$ cat config.mk
export PLATFORM = sky130hd
export DESIGN_NAME = ex_mem_stage
export DESIGN_NICKNAME = d
export VERILOG_FILES = /design/src/rtl/ex_mem_stage_pkg.sv /design/src/rtl/ex_mem_stage_branch_resolve.sv /design/src/rtl/ex_mem_stage.sv
export SDC_FILE = /design/constraint.sdc
export NUM_CORES = 1
export LEC_CHECK = 0
export CAP_MARGIN = 30
export CELL_PAD_IN_SITES_DETAIL_PLACEMENT = 0
export CELL_PAD_IN_SITES_GLOBAL_PLACEMENT = 1
export CORE_UTILIZATION = 34
export DETAILED_ROUTE_END_ITERATION = 6
export PLACE_DENSITY = 0.85
export SLEW_MARGIN = 20
export SYNTH_ARGS = -nofsm -noshare
export SYNTH_HDL_FRONTEND = slang
export SYNTH_HIERARCHICAL = 1
export SYNTH_SLANG_ARGS = --single-unit
$ cat constraint.sdc
create_clock -name clk -period 1.92 [get_ports clk]
set_clock_uncertainty 0.15 [all_clocks]
set_input_delay 0.192 -clock clk [delete_from_list [all_inputs] [get_ports clk]]
set_output_delay 0.192 -clock clk [all_outputs]
set_load 0.01 [all_outputs]
$ cat src/rtl/ex_mem_stage_pkg.sv
// Shared constants for the EX/MEM stage: ALU compare codes, branch classes,
// writeback selects and the default reset PC.
package ex_mem_stage_pkg;

    typedef enum logic [1:0] {
        EQUAL   = 2'b00,
        GREATER = 2'b01,
        LESS    = 2'b10,
        OTHER   = 2'b11
    } cmp_e;

    typedef enum logic [2:0] {
        BR_NONE = 3'd0,
        BR_BEQ  = 3'd1,
        BR_BNE  = 3'd2,
        BR_BLT  = 3'd3,
        BR_BGE  = 3'd4,
        BR_JAL  = 3'd5,
        BR_JALR = 3'd6
    } br_type_e;

    typedef enum logic [1:0] {
        WB_ALU = 2'd0,
        WB_MEM = 2'd1,
        WB_PC4 = 2'd2
    } wb_sel_e;

    localparam logic [31:0] RESET_PC = 32'h0000_0000;

endpackage

$ cat src/rtl/ex_mem_stage_branch_resolve.sv
// Combinational branch resolution: taken decision from the ALU compare code
// and the redirect target mux.
module ex_mem_stage_branch_resolve
    import ex_mem_stage_pkg::*;
#(
    parameter int unsigned XLEN = 32
) (
    input  logic [2:0]      br_type,
    input  logic [1:0]      zero,
    input  logic [XLEN-1:0] ex_pc,
    input  logic [XLEN-1:0] ex_imm,
    input  logic [XLEN-1:0] alu_result,
    output logic            taken,
    output logic [XLEN-1:0] target
);

    br_type_e br;
    cmp_e     cmp;

    assign br  = br_type_e'(br_type);
    assign cmp = cmp_e'(zero);

    always_comb begin
        taken = 1'b0;
        unique case (br)
            BR_BEQ:          taken = (cmp == EQUAL);
            BR_BNE:          taken = (cmp != EQUAL);
            BR_BLT:          taken = (cmp == LESS);
            BR_BGE:          taken = (cmp == EQUAL) || (cmp == GREATER);
            BR_JAL, BR_JALR: taken = 1'b1;
            default:         taken = 1'b0;
        endcase
    end

    // JALR target comes from the ALU (rs1+imm) with the low bit forced clear.
    assign target = (br == BR_JALR) ? {alu_result[XLEN-1:1], 1'b0} : ex_pc + ex_imm;

endmodule

$ cat src/rtl/ex_mem_stage.sv
// EX/MEM pipeline register with branch redirect, wrong-path kill, stall and
// flush handling.
module ex_mem_stage
    import ex_mem_stage_pkg::*;
#(
    parameter int unsigned      XLEN     = 32,
    parameter logic [XLEN-1:0]  RESET_PC = ex_mem_stage_pkg::RESET_PC
) (
    input  logic            clk,
    input  logic            rst_n,
    input  logic            stall,
    input  logic            flush,
    input  logic            ex_valid,
    input  logic [XLEN-1:0] ex_pc,
    input  logic [XLEN-1:0] ex_imm,
    input  logic [XLEN-1:0] alu_result,
    input  logic [1:0]      zero,
    input  logic [2:0]      ex_br_type,
    input  logic [XLEN-1:0] ex_rs2_data,
    input  logic [4:0]      ex_rd,
    input  logic            ex_reg_we,
    input  logic            ex_mem_we,
    input  logic [1:0]      ex_wb_sel,
    output logic            mem_valid,
    output logic [XLEN-1:0] mem_alu_result,
    output logic [XLEN-1:0] mem_pc4,
    output logic [XLEN-1:0] mem_rs2_data,
    output logic [4:0]      mem_rd,
    output logic            mem_reg_we,
    output logic            mem_mem_we,
    output logic [1:0]      mem_wb_sel,
    output logic            redirect_valid,
    output logic [XLEN-1:0] redirect_pc
);

    logic            kill;
    logic            accept;
    logic            taken;
    logic            redirect;
    logic [XLEN-1:0] target;

    ex_mem_stage_branch_resolve #(
        .XLEN(XLEN)
    ) u_branch_resolve (
        .br_type    (ex_br_type),
        .zero       (zero),
        .ex_pc      (ex_pc),
        .ex_imm     (ex_imm),
        .alu_result (alu_result),
        .taken      (taken),
        .target     (target)
    );

    assign accept   = ex_valid & ~kill;
    assign redirect = accept & taken;

    always_ff @(posedge clk or negedge rst_n) begin
        if (!rst_n) begin
            mem_valid      <= 1'b0;
            mem_alu_result <= '0;
            mem_pc4        <= '0;
            mem_rs2_data   <= '0;
            mem_rd         <= '0;
            mem_reg_we     <= 1'b0;
            mem_mem_we     <= 1'b0;
            mem_wb_sel     <= '0;
            redirect_valid <= 1'b0;
            redirect_pc    <= RESET_PC;
            kill           <= 1'b0;
        end else begin
            if (!stall) begin
                mem_alu_result <= alu_result;
                mem_pc4        <= ex_pc + XLEN'(4);
                mem_rs2_data   <= ex_rs2_data;
                mem_rd         <= ex_rd;
                mem_wb_sel     <= ex_wb_sel;
            end
            // Flush wins over both stall and a taken branch; redirect_pc is left alone.
            if (flush) begin
                mem_valid      <= 1'b0;
                mem_reg_we     <= 1'b0;
                mem_mem_we     <= 1'b0;
                redirect_valid <= 1'b0;
                kill           <= 1'b0;
            end else if (!stall) begin
                mem_valid      <= accept;
                mem_reg_we     <= accept & ex_reg_we;
                mem_mem_we     <= accept & ex_mem_we;
                redirect_valid <= redirect;
                kill           <= redirect;
                if (redirect) begin
                    redirect_pc <= target;
                end
            end
        end
    end

endmodule
* Yosys cells after proc, flatten, opt, wreduce, memory -nomap -nowiden
Index checks and enable logic that the tools add are counted.
Operators by class: add/subtract/negate cells 2, equal/unequal tests 9, shift-type cells 0, magnitude comparators 0, multipliers 0, div/mod/pow operators 0, reduce and logical (&&, ||, !) cells 5, bitwise logic cells 7, mux-type cells 10
Operator list (number):
- adder 32 x 3 -> 32 bit, second input constant | 1
- adder 32 bit | 1
- two-way mux 32 bit | 1
- equality test 3 bit, second input constant | 3
- two-way mux 1 bit | 8
- equality test 3 x 2 -> 1 bit, second input constant | 2
- one-hot mux 1 bit (5 select lines) | 1
- AND 1 bit | 4
- equality test 3 x 1 -> 1 bit, second input constant | 1
- inverter 1 bit | 3
- AND reduction 3 bit | 1
- equality test 2 x 1 -> 1 bit, second input constant | 1
- equality test 2 bit, second input constant | 1
- zero test 2 bit | 1
- != test 2 x 1 -> 1 bit, second input constant | 1
- nonzero test 2 bit | 1
- OR reduction 2 bit | 1
- logical OR 1 bit | 1
Word-level totals: memories kept 0, RAM bits 0, output and inout port bits 139, register bits 139, ROM bits 0, word-level logic and storage cells 43, bits in latches 0

* Longest topological paths before layout
Gate-level depths: netlist (run 1).
depth in word-level cells 6, mapped depth 10

* Hierarchy
The synthesis (run 1) kept the hierarchy.
By module, submodules not included:
- ex_mem_stage | instances 1, area an instance 5804.3 sq um, sequential area each 3478.3 sq um, cells each 444
- ex_mem_stage_branch_resolve | instances 1, area an instance 2157.1 sq um, sequential area each 0.0 sq um, cells each 329

* Worst setup path before layout (run 1)
Ideal clock, no wire load.
path type input to register, from in ex_pc[0], to reg redirect_pc[30], required time 1.645 ns, arrival 2.576 ns, setup slack -0.930 ns, buffers on the path 0, cell stages on the path 10, cells stage by stage ha_1 fa_1 a21o_1 a221oi_4 o21bai_2 o21ai_4 o41ai_4 a2111o_1 and3_1 mux2_2
On the way: longest elaborated chain between the ends 2
Ends and longest elaborated chain:
- from (decl) | line ex_mem_stage.sv:14 | input logic [XLEN-1:0] ex_pc,
- adder 32 bit | line ex_mem_stage_branch_resolve.sv:36 | assign target = (br == BR_JALR) ? {alu_result[XLEN-1:1], 1'b0} : ex_pc + ex_imm;
- two-way mux 32 bit | line ex_mem_stage_branch_resolve.sv:36
- net target[30] | line ex_mem_stage.sv:40 | logic [XLEN-1:0] target;
- to (signal assigned) | line ex_mem_stage.sv:92 | redirect_pc <= target;
- to (decl) | line ex_mem_stage.sv:33 | output logic [XLEN-1:0] redirect_pc
The timed path passes the listed nets, and every way through them passes these cells. A chain may end at the register's enable or synchronous reset.

* Worst setup path after layout (run 1)
Ends and elaborated chain as after synthesis.

==> flow_metrics.py, run 1 <==
metrics = {
    "outcome": {
        "outcome": "complete, but fails checks",
        "violations": "negative setup slack",
    },
    "yosys": {
        "synth_nets": 953,
        "synthFlopType": "dfrtp_1",
        "synth-edff-count": 0,
        "synthCells": 773,
        "yosysWarnings": 6,
        "ys_ff_latch": 139,
        "syn_area_per_cell_um2": 10.30,
        "synth_cell_type_count": 65,
        "yosysSeqAreaShare_pct": 43.69,
        "synthArstFlopShare_pct": 100.0,
        "synth_area_um2": 7961,
    },
    "detailed_routing": {
        "dr.pass1.iters": 5,
        "ant_nets": 0,
        "drt-total-wl_mm": 28.72,
        "via_count": 7952,
        "drc": 0,
        "wl_per_cell_um": 18.28,
        "routed_via_density": 5.062,
        "drt_iter0_markers": 367,
    },
    "die": {
        "fp.coreArea_um2": 22780,
        "start_util_pct": 34.95,
        "die_h_um": 155.0,
        "num_io_pins": 286,
        "dieArea_um2": 24030,
        "num_rows": 55,
        "die_width_um": 155.0,
    },
    "setup_path": {
        "criticalPathCategory": "in2reg",
        "crit_path_start_kind": "input pin",
        "required_ps": 2080,
        "crit_path_max_fanout": 3,
        "setup.worst_path.end_class": "flip-flop",
        "arrival_ps": 2580,
    },
    "grt": {
        "top_usage_layer": "met2",
        "grt_pass1_wl_mm": 44.24,
        "grt_util_met2_pct": 38.93,
        "grtUsageMet3_pct": 5.738,
        "antenna_found_initial": 1,
        "grt_start_max_net_pins": 61,
        "grt-ovfl-total": 0,
        "grtUsageMet1_pct": 30.22,
        "grt.total_usage_pct": 23.58,
        "first_global_vias": 8180,
    },
    "sta": {
        "holdWs_ps": 52.24,
        "final-max-slew-violation-count": 0,
        "fmax_ghz": 0.4139,
        "fin_crit_ps": 2416,
        "slew_headroom_pct": 63.71,
        "setup_viol_count_final": 24,
        "period_share_pct": 125.8,
        "rsz0062_at_grt": "true",
        "tightest_slew_ps": 538.7,
        "hold_viol": 0,
        "setup_slack_ps": -496.3,
    },
    "place": {
        "dpl_cell_area_um2": 12680,
        "port_buffers": 285,
        "placedCellCount": 1503,
        "pre_cts_slack_ps": -1329,
        "dp_hpwl_mm": 20.52,
        "gp_congestion": 0.9407,
    },
    "power": {
        "peakVddDrop_uv": 620.3,
        "powerDensity_nw_per_um2": 797.5,
        "p_leak_nw": 6.088,
    },
    "clock_network": {
        "worstSkewPairLatency_ps": 420,
        "clkTransAtPathRegs_ps": 70,
        "cts_buffers": 17,
        "h-tree-depth": 4,
        "clock-root-buffer": "clkbuf_16",
        "tritoncts": "yes",
        "clock_sinks": 139,
        "cts.path.max_buffers": 2,
    },
    "layout": {
        "layout.cells.most_common": "clkdlybuf4s50_1",
        "mostFrequentLayoutCells": "clkdlybuf4s50_1, buf_4, dfrtp_1, mux2_2, nand2_1",
        "final_area_um2": 14220,
        "syn2layout_area_growth_pct": 78.56,
        "multi_input_area_um2": 5220,
        "fin_nets": 1424,
        "final_cells": 1571,
        "drive_gt1_share_pct": 40.18,
        "seq_area_um2": 3478,
        "nFillCells": 1841,
    },
    "job": {
        "maxCapViolCount": 0,
    },
    "min_path": {
        "hp-class": "in2reg",
    },
}
[metal layers]
metal / vias to the layer above / routed length [um]
met4: 0 / 591
li1: 3758 / -
met2: 287 / 13930
met1: 3864 / 12280
met3: 43 / 1923
met5: - / 0
[registers in the layout, summed over array words and instances (netlist names)]
register,count
mem_alu_result,32
mem_pc4,32
mem_rs2_data,32
redirect_pc,32
mem_rd,5
mem_wb_sel,2
kill,1
mem_mem_we,1
mem_reg_we,1
mem_valid,1
[repair_timing]
action,CTS,global route
setup buffers,22,16
pin swaps,101,65
setup endpoints to repair,36,26
hold endpoints to repair,147,0
gates resized for setup,245,72
hold buffers,5,0
[power by group]
part,leakage [nW],switching (mW),internal [mW],total [mW]
Clock,0.298,1.54,1.87,3.41
Sequential,1.65,0.274,3.42,3.70
Combinational,4.14,1.76,2.47,4.23
[cell usage after synthesis (11+ instances only)]
master    number  share of area [%]
nand4_1       22                1.7
xor2_1        20                2.2
nand2_1       69                3.3
dfrtp_1      139                 44
nor2_1        51                2.4
mux2_2       107                 15
xnor2_1       21                2.3
clkbuf_1      35                1.7
a21o_1        17                1.6
o21ai_0       44                2.8
ha_1          32                5.0
a21oi_1       57                3.6
nor3_1        11               0.69
nand3_1       30                1.9
[stage by stage]
step | power, mW | setup TNS, ps | utilization (%)
2_1_floorplan | 5.203 | -7503 | -
3_3_place_gp | 7.367 | -37340 | 55.67
3_5_place_dp | 7.427 | -39030 | 55.67
4_1_cts | 11.24 | -4715 | 61.23
5_1_grt | 11.86 | -7811 | 62.41
6_report | 11.34 | -6174 | 62.41
[critical path, cell delays in order]
cell and delay [ps]:
buf_8 100, ha_4 150, fa_2 350, a21o_1 220, a221oi_4 360, o21bai_4 130
o21ai_4 220, o41ai_4 90, a2111o_1 370, and3_1 140, mux2_2 250
[cell type report]
class	count	share of cell area (%)
clock buffers	17	2.992
flip-flops and latches	139	24.47
clock inverters	15	1.241
diodes	1	0.01760
repair buffers	495	31.57
inverters	9	0.2376
well taps	313	2.755
multi-input cells	582	36.72
[logic make-up after synthesis]
kind of cell             count (synthesis)  synth area share, %
flip-flops                             139                43.69
multiplexers                           109                15.39
adder cells (fa/ha/maj)                 33                5.280
XOR/XNOR                                41                4.511
AO/OA/AOI/OAI                          173                14.10
AND/OR/NAND/NOR                        226                14.27
buffers and inverters                   52                2.766
[final timing paths]
kind | start | slack, ps | to | cells after the start
worst min-delay path | ex_pc[4] | 50 | mem_pc4[4]$_DFFE_PN0N_ | 4
worst min register to register | mem_pc4[16]$_DFFE_PN0N_ | 340 | mem_pc4[16]$_DFFE_PN0N_ | 2
worst max register to register | kill$_DFFE_PN0P_ | 390 | redirect_pc[8]$_DFFE_PN0P_ | 4
worst max-delay path | ex_pc[0] | -500 | redirect_pc[30]$_DFFE_PN0P_ | 11
max in group asynchronous | rst_n | 860 | redirect_pc[12]$_DFFE_PN0P_ | 3
min in group asynchronous | rst_n | 110 | mem_rs2_data[22]$_DFFE_PN0N_ | 2
Note: power is estimated with default switching activity, not from simulation.
==> run 2: changes to the inputs <==
CTS_CLUSTER_SIZE = 8   (was unset)
==> results of run 2 <==
The final DEF is identical to that of run 1; final timing and power are the same.
